--- src/rtl/program_loader.sv ---
// Loads a framed byte stream into instruction memory, verifies an XOR checksum,
// then releases the processor core from reset and starts it.
module program_loader #(
    parameter int unsigned ADDR_WIDTH = 10,
    parameter int unsigned DATA_WIDTH = 16,
    parameter int unsigned MAX_WORDS  = 1024
) (
    input  logic                  clk,
    input  logic                  reset,
    input  logic                  load_req,
    input  logic [7:0]            byte_in,
    input  logic                  byte_valid,
    output logic                  byte_ready,
    output logic                  im_en_write,
    output logic [ADDR_WIDTH-1:0] im_address,
    output logic [DATA_WIDTH-1:0] im_data,
    output logic                  cpu_reset,
    output logic                  cpu_start,
    output logic                  busy,
    output logic                  done,
    output logic                  error
);

    localparam int unsigned LEN_W  = 16;
    localparam int unsigned LEN_WX = LEN_W + 1;
    localparam logic [LEN_WX-1:0] MAX_N = LEN_WX'(MAX_WORDS);

    typedef enum logic [3:0] {
        IDLE,
        GET_LEN_HI,
        GET_LEN_LO,
        GET_HI,
        GET_LO,
        WRITE,
        GET_CHK,
        RELEASE,
        DONE,
        ERROR
    } state_t;

    state_t state;
    state_t state_d;

    logic [LEN_W-1:0]      len;
    logic [ADDR_WIDTH-1:0] index;
    logic [7:0]            word_hi;
    logic [7:0]            chk;

    logic             accept;
    logic             start;
    logic             last_word;
    logic             len_bad;
    logic [LEN_W-1:0] len_new;

    logic ready_d;
    logic write_d;
    logic busy_d;
    logic done_d;
    logic error_d;
    logic cpu_reset_d;
    logic cpu_start_d;

    // byte_ready is registered and high only in GET_* states, so accept implies one of them
    assign accept    = byte_valid & byte_ready;
    assign start     = load_req & ((state == IDLE) | (state == DONE) | (state == ERROR));
    assign len_new   = {len[LEN_W-1:8], byte_in};
    assign len_bad   = (len_new == '0) || ({1'b0, len_new} > MAX_N);
    assign last_word = (LEN_W'(index) == (len - LEN_W'(1)));

    // Next state, then outputs decoded from next state so they register alongside it
    always_comb begin
        state_d     = state;
        ready_d     = 1'b0;
        write_d     = 1'b0;
        busy_d      = 1'b0;
        done_d      = 1'b0;
        error_d     = 1'b0;
        cpu_reset_d = 1'b1;
        cpu_start_d = 1'b0;

        case (state)
            IDLE, DONE, ERROR: if (start) state_d = GET_LEN_HI;
            GET_LEN_HI:        if (accept) state_d = GET_LEN_LO;
            GET_LEN_LO:        if (accept) state_d = len_bad ? ERROR : GET_HI;
            GET_HI:            if (accept) state_d = GET_LO;
            GET_LO:            if (accept) state_d = WRITE;
            WRITE:             state_d = last_word ? GET_CHK : GET_HI;
            GET_CHK:           if (accept) state_d = (byte_in == chk) ? RELEASE : ERROR;
            RELEASE:           state_d = DONE;
            default:           state_d = IDLE;
        endcase

        case (state_d)
            GET_LEN_HI, GET_LEN_LO, GET_HI, GET_LO, GET_CHK: begin
                ready_d = 1'b1;
                busy_d  = 1'b1;
            end
            WRITE: begin
                write_d = 1'b1;
                busy_d  = 1'b1;
            end
            RELEASE: busy_d = 1'b1;
            DONE: begin
                done_d      = 1'b1;
                cpu_reset_d = 1'b0;
                cpu_start_d = 1'b1;
            end
            ERROR:   error_d = 1'b1;
            default: busy_d = 1'b0;
        endcase
    end

    always_ff @(posedge clk) begin
        if (reset) begin
            state       <= IDLE;
            byte_ready  <= 1'b0;
            im_en_write <= 1'b0;
            im_address  <= '0;
            im_data     <= '0;
            cpu_reset   <= 1'b1;
            cpu_start   <= 1'b0;
            busy        <= 1'b0;
            done        <= 1'b0;
            error       <= 1'b0;
            len         <= '0;
            index       <= '0;
            word_hi     <= '0;
            chk         <= '0;
        end else begin
            state       <= state_d;
            byte_ready  <= ready_d;
            im_en_write <= write_d;
            cpu_reset   <= cpu_reset_d;
            cpu_start   <= cpu_start_d;
            busy        <= busy_d;
            done        <= done_d;
            error       <= error_d;

            if (start) begin
                index <= '0;
                chk   <= '0;
            end

            // Datapath: length, word assembly and running checksum
            case (state)
                GET_LEN_HI: if (accept) begin
                    len[LEN_W-1:8] <= byte_in;
                    chk            <= chk ^ byte_in;
                end
                GET_LEN_LO: if (accept) begin
                    len[7:0] <= byte_in;
                    chk      <= chk ^ byte_in;
                end
                GET_HI: if (accept) begin
                    word_hi <= byte_in;
                    chk     <= chk ^ byte_in;
                end
                GET_LO: if (accept) begin
                    im_address <= index;
                    im_data    <= DATA_WIDTH'({word_hi, byte_in});
                    chk        <= chk ^ byte_in;
                end
                WRITE:   index <= index + ADDR_WIDTH'(1);
                default: ;
            endcase
        end
    end

endmodule

--- config.mk ---
export PLATFORM = sky130hd
export DESIGN_NAME = program_loader
export DESIGN_NICKNAME = d
export VERILOG_FILES = /design/src/rtl/program_loader.sv
export SDC_FILE = /design/constraint.sdc
export NUM_CORES = 1
export LEC_CHECK = 0
export ABC_CLOCK_PERIOD_IN_PS = 4200
export CORE_ASPECT_RATIO = 1.1
export CORE_UTILIZATION = 50
export CTS_CLUSTER_SIZE = 10
export DETAILED_ROUTE_END_ITERATION = 8
export GPL_TIMING_DRIVEN = 0
export PLACE_DENSITY = 0.73
export SYNTH_ARGS = -nofsm -noshare
export SYNTH_HDL_FRONTEND = slang
export SYNTH_SLANG_ARGS = --single-unit
--- constraint.sdc ---
create_clock -name clk -period 4.2 [get_ports clk]
set_clock_uncertainty 0.15 [all_clocks]
set_input_delay 0.63 -clock clk [delete_from_list [all_inputs] [get_ports clk]]
set_output_delay 0.63 -clock clk [all_outputs]
set_load 0.005 [all_outputs]
==> results of run 1 <==
-- cells by family (layout without fill, tap and decap cells) --
kind of cell	Yosys count	in the layout	share of synthesized area [%]
buf+inv	38	89	4.46
fa+ha+maj	2	2	0.676
compound gates	83	83	13.4
simple gates	195	195	25.9
xor+xnor	21	21	4.97
flops	78	78	42.2
mux	30	30	8.38
-- placed cells by master (no fill, tap or decap), drive strengths merged, types with 4 or more instances in the layout --
| cell | count |
|---|---|
| nand2 | 67 |
| nand3b | 5 |
| mux2 | 5 |
| nor3b | 9 |
| nor2 | 57 |
| clkdlybuf4s50 | 35 |
| nor4 | 9 |
| clkbuf | 33 |
| inv | 7 |
| nand2b | 4 |
| mux2i | 25 |
| nor3 | 11 |
| xor2 | 14 |
| dfxtp | 78 |
| xnor2 | 7 |
| and3 | 4 |
| o21ai | 14 |
| buf | 9 |
| a21oi | 48 |
| nand3 | 12 |
-- worst paths after layout --
path                    from  slack, ns          end  cells past startpoint
setup / recovery      len[0]       1.36   byte_ready                     10
hold / removal    word_hi[2]       0.30  im_data[10]                      2
setup reg to reg      len[0]       1.36   byte_ready                     10
hold reg to reg   word_hi[2]       0.30  im_data[10]                      2
-- tightest hold or removal path, cell delays in order (launching register included) --
cell,delay (ns)
dfxtp_1,0.31
nand2_1,0.05
a21oi_1,0.05
-- power groups by stage --
stage / sequential (uW) / combinational [uW] / clock [uW]
final: 752 / 115 / 585
after global routing: 754 / 127 / 628
after CTS: 752 / 115 / 591
after detailed placement: 770 / 114 / 0
after global placement: 770 / 113 / 0
after floorplan: 769 / 80.1 / 0
-- layer usage --
layer | GRT usage (%) | wire length, microns
met5 | 0 | 0
met1 | 32.7 | 4290
met3 | 4.05 | 392
met2 | 40.5 | 4270
met4 | 11.5 | 211
-- stage by stage --
stage	worst slack, ns	std cells	hold WS [ns]
2_1_floorplan	1.70	447	0.281
3_3_place_gp	1.17	567	0.292
3_5_place_dp	1.18	567	0.297
6_report	1.36	583	0.298
5_1_grt	1.23	583	0.318
4_1_cts	1.37	583	0.302
-- flip-flops by register name (all words and copies together) (netlist names), 4 cells and up --
| signal | cells |
|---|---|
| len | 16 |
| state | 4 |
| chk | 8 |
| im_data | 16 |
| im_address | 10 |
| index | 10 |
| word_hi | 8 |
-- area by class of cell --
cell class,count,area [sq um],area share [%]
clock buffer,9,124,2.84
sequential,78,1560,35.8
buffer,33,146,3.35
timing repair buffer,35,350,8.03
clock inverter,7,81.3,1.86
tap,85,106,2.44
multi-input combinational,331,1980,45.3
inverter,5,18.8,0.430
==> parameters.txt, run 1 <==
Parameter                              Value

Drt
  Remaining routing DRC violations ... 2
  WL per Instance ... 15.7 microns
  Initial drt markers ... 208
  Total Wirelength ... 9160 microns
  Antenna violation net count after detailed routing ... 0
  Detail-routed via count per cell ... 5.69
  Routed via count ... 3319
  Total iterations of the first detailed-routing run ... 6

Final layout
  Fin util ... 61.6%
  Total of fill cells in the finished design ... 634
  Layout net count ... 507
  Diode insertion count for antenna repair ... 0
  Area of all placed cells without fillers ... 4370 sq um
  Share of layout cells above drive strength 1 ... 8.03%
  Growth of design area from synthesis to finish ... 17.9%

Clock network
  Clock network latency to the later pin of the worst-skew pair ... 0.35 ns
  Cts-stage hold buffer count ... 0
  Post-CTS sizing ... 0
  Master cell of the clock root buffer ... clkbuf_8
  Maximum root-to-sink buffer count ... 2
  Clock Sinks ... 78
  Clk slew on worst S/H paths ... 0.09 ns
  Post-CTS Setup Repair Bufs ... 0
  Clock tree from TritonCTS ... done
  Max H-tree Level ... 3
  Number of buffers created by CTS ... 9

Worst setup path
  Crit path largest cell delay ... 0.42 ns
  Data required time of the worst path ... 4.30 ns
  Worst path arrival time ... 2.94 ns
  Classification of the worst setup path ... flop to flop
  Critical-path cell with the highest stage delay ... dfxtp_1
  Critical path cell sequence ... inv_1 > ha_1 > buf_2 > o21ba_1 > a221oi_1 > a41oi_1 > a2111oi_2 > nand4b_1 > o21a_1 > mux2_4
  Crit path launch type ... flop
  Family with the most delay on the worst path ... compound AO/OA/AOI/OAI gates
  Capturing element type of the critical path ... flop
  Total buffers and inverters traversed by the critical path ... 2
  Worst Path Max Fanout ... 10

Floorplan
  Starting utilization of the core area ... 52.3%
  Die width ... 84.1 microns
  Die ar. ... 7760 sq um
  Vertical extent of the die ... 92.3 microns
  Row Count ... 32
  CORE AREA ... 7090 sq um
  I/O pins ... 45

Global routing
  All-Layer GR Usage ... 25.0%
  Antenna violations before repair ... 0
  Via count of the first global-routing pass ... 3089
  Pin count of the biggest net entering global routing ... 16
  Total grt overflow ... 0
  Wire length of the first global-routing pass ... 15100 microns

STA
  Slew Viols, Final ... 0
  Setup violations, final ... 0
  Setup repair after global routing missed its margin ... false
  Share of the cycle needed by the critical path after routing ... 67.6%
  Slew at the pin with the worst max-slew slack ... 0.854 ns
  Time the worst path needs with I/O delays and setup ... 2.84 ns
  Fmax ... 352 MHz
  Worst-case headroom to the max-slew limit ... 42.8%
  Total Negative Setup Slacks ... 0 ns
  Final Hold Viols ... 0

Pwr
  Final total power ... 1450 uW
  Leakage power total ... 0.00168 uW
  Cell Int Power ... 1070 uW
  Switching component of the power ... 383 uW
  Power density relative to cell area ... 333 nW/um^2
  Clk network pwr share ... 40.3%
  Largest vdd supply drop ... 237 uV
  Sequential power share ... 51.8%
  Combinational Power Share ... 7.9%
  Sw frac ... 26.4%

Logic synthesis
  Sequential element share of the synthesized area ... 42.2%
  Syn Std Cell Area ... 3700 sq um
  Most common cell in the synthesized netlist ... dfxtp_1
  #FFs+latches synth ... 78
  Nets in the synthesized netlist ... 461
  Dominant synthesized flop cell ... dfxtp_1
  Total of warnings raised by yosys ... 0
  Gate Count Post-Synth ... 447
  Most frequent cells after synthesis ... dfxtp_1, nand2_1, nor2_1, a21oi_1, mux2i_1
  Cell types with the largest area share after synthesis ... dfxtp_1, nand2_1, mux2i_1
  Share of Yosys cell area claimed by the top area cell type ... 42.2%
  Proportion of synthesized flip-flops having asynchronous set or reset ... 0%
  Number of distinct library cell variants in the gate-level netlist after synthesis ... 56
  EDFF count, synth ... 0
  Largest area contributor in the synthesized netlist ... dfxtp_1
  Per-instance average area after synthesis ... 8.29 sq um

Job
  Number of maximum-capacitance violations ... 0

Placed design
  DP HPWL ... 6430 microns
  Standard cell area after detailed placement ... 4160 sq um
  Number of buffer cells added on primary ports ... 35
  Weighted congestion reported at the end of routability-driven placement ... 0.891

Hold path
  Path type of the worst min-delay path ... flop to flop

Status
  Result of the run ... finished, violations left
  Violations in the final reports ... DRC
Power figures use the tool's default switching activity.
==> inputs of run 2 (changes only) <==
Settings changed: ABC_CLOCK_PERIOD_IN_PS 4200 to 2900.
Clock period 4.2 ns to 2.9 ns, I/O delays scaled along.
==> parameters.txt, run 2 (synthesis gave the netlist of run 1 again) <==
Parameter                              Value

Placed design
  Weighted congestion reported at the end of routability-driven placement ... 0.891
  Number of buffer cells added on primary ports ... 35
  Worst slack after detailed placement ... 0.0760 ns
  DP HPWL ... 6430 microns
  Standard cell area after detailed placement ... 4160 sq um

Worst setup path
  Reg-to-reg endpoint ... im_en_write
  Family with the most delay on the worst path ... compound AO/OA/AOI/OAI gates
  Startpoint of the most critical setup path ... len[1]
  Crit path largest cell delay ... 0.44 ns
  Worst Path Max Fanout ... 10
  R2R depth ... 10
  Critical-path cell with the highest stage delay ... a21oi_1
  Total buffers and inverters traversed by the critical path ... 2
  Data required time of the worst path ... 2.98 ns
  Classification of the worst setup path ... flop to flop
  Capturing element type of the critical path ... flop
  Worst setup slack for register-to-register paths ... 0.24 ns
  Critical path cell sequence ... inv_1 > ha_1 > buf_2 > o21ba_1 > a221oi_1 > a41oi_1 > a2111oi_2 > nand4b_1 > a21oi_1 > nor4_1
  Reg2Reg Launch Point ... len[1]
  Worst path arrival time ... 2.73 ns
  Crit path launch type ... flop

Floorplan
  CORE AREA ... 7090 sq um
  Die ar. ... 7760 sq um
  Die width ... 84.1 microns
  Starting utilization of the core area ... 52.3%
  I/O pins ... 45
  Vertical extent of the die ... 92.3 microns
  Row Count ... 32

Hold path
  Hold Path Origin ... reset
  Cell count of the worst hold path ... 3
  Path type of the worst min-delay path ... input port to flop
  End point of the worst hold path ... busy

STA
  Time the worst path needs with I/O delays and setup ... 2.66 ns
  Slew Viols, Final ... 0
  Slew at the pin with the worst max-slew slack ... 0.843 ns
  Final Hold Viols ... 0
  Total Negative Setup Slacks ... 0 ns
  Setup repair after global routing missed its margin ... false
  Worst-case headroom to the max-slew limit ... 43.5%
  Setup violations, final ... 0
  Worst-case setup margin in the final layout ... 0.245 ns
  Fmax ... 377 MHz
  Share of the cycle needed by the critical path after routing ... 91.6%

Pwr
  Cell Int Power ... 1550 uW
  Sw frac ... 26.5%
  Largest vdd supply drop ... 344 uV
  Switching component of the power ... 557 uW
  Combinational Power Share ... 8.0%
  Clk network pwr share ... 40.3%
  Leakage power total ... 0.00169 uW
  Power density relative to cell area ... 482 nW/um^2
  Sequential power share ... 51.7%

Global routing
  Total grt overflow ... 0
  Antenna violations before repair ... 0
  Via count of the first global-routing pass ... 3089
  Wire length of the first global-routing pass ... 15100 microns
  All-Layer GR Usage ... 25.0%
  Pin count of the biggest net entering global routing ... 16

Drt
  Initial drt markers ... 205
  Antenna violation net count after detailed routing ... 0
  Total iterations of the first detailed-routing run ... 7
  Detail-routed via count per cell ... 5.73
  Total Wirelength ... 9240 microns
  Routed via count ... 3347
  Remaining routing DRC violations ... 2
  WL per Instance ... 15.8 microns

Final layout
  Share of layout cells above drive strength 1 ... 8.42%
  Layout net count ... 508
  Growth of design area from synthesis to finish ... 18.1%
  Diode insertion count for antenna repair ... 0
  Most used cells in the layout excluding fill and tap cells ... dfxtp_1, nand2_1, nor2_1
  Area of all placed cells without fillers ... 4370 sq um
  Largest regs ... im_data: 16 flops, len: 16 flops
  Total of fill cells in the finished design ... 635
  Most common library cell in the layout ignoring fill and taps ... dfxtp_1

Clock network
  Max H-tree Level ... 3
  Clock network latency to the later pin of the worst-skew pair ... 0.35 ns
  Maximum root-to-sink buffer count ... 2
  Clock tree from TritonCTS ... done
  Number of buffers created by CTS ... 9
  Master cell of the clock root buffer ... clkbuf_8
  Clk slew on worst S/H paths ... 0.09 ns
  Clock Sinks ... 78

Job
  Number of maximum-capacitance violations ... 0

Status
  Result of the run ... finished, violations left
  Violations in the final reports ... DRC
==> run 2: changes by cell type in the layout (fill, tap and decap cells not counted) <==
cell,delta
dfxtp_2,+1
dfxtp_1,-1
buf_4,+1
==> run 2: worst max-delay path by stage <==
stage                  endpoint  cells after the start
finish              im_en_write                     10
global route         byte_ready                     10
CTS                  byte_ready                     10
floorplan            byte_ready                     10
global placement     byte_ready                      9
detailed placement   byte_ready                      9
==> run 2: power groups by stage <==
stage	Clock (uW)	Combinational (uW)	Sequential (uW)
6_report	849	168	1090
5_1_grt	909	184	1090
4_1_cts	856	166	1090
3_5_place_dp	0	165	1120
3_3_place_gp	0	163	1110
2_1_floorplan	0	116	1110
==> run 2: final cells by class <==
| class | count | area [sq um] | share of cell area [%] |
|---|---|---|---|
| Tap cell | 85 | 106 | 2.43 |
| Buffer | 33 | 146 | 3.35 |
| Timing Repair Buffer | 36 | 358 | 8.18 |
| Multi-Input combinational cell | 331 | 1980 | 45.2 |
| Inverter | 5 | 18.8 | 0.429 |
| Clock buffer | 9 | 124 | 2.83 |
| Sequential cell | 78 | 1560 | 35.7 |
| Clock inverter | 7 | 81.3 | 1.86 |
==> run 2: through the flow <==
| step | util, % | std cells | hold slack (ns) | total power (uW) |
|---|---|---|---|---|
| floorplan | - | 447 | 0.281 | 1230 |
| global placement | 58.7 | 567 | 0.292 | 1280 |
| detailed placement | 58.7 | 567 | 0.297 | 1280 |
| CTS | 61.6 | 583 | 0.221 | 2110 |
| global route | 61.7 | 584 | 0.249 | 2180 |
| finish | 61.7 | 584 | 0.260 | 2110 |
==> run 2: repair_timing <==
action | CTS | global route
resized for setup | 0 | 1
endpoints found under the setup margin | 0 | 4
hold buffers | 0 | 0
buffers inserted | 0 | 1
==> run 2: per-layer routing <==
| metal | vias up | wire length [microns] | track usage [%] |
|---|---|---|---|
| met5 | - | 0 | 0 |
| met4 | 0 | 223 | 11.5 |
| met3 | 19 | 370 | 4.05 |
| met2 | 84 | 4320 | 40.5 |
| met1 | 1611 | 4330 | 32.7 |
| li1 | 1633 | - | - |
==> run 2: worst min-delay path, stage by stage <==
cell,delay (ns)
buf_4,0.11
nand2b_1,0.12
a21oi_1,0.05
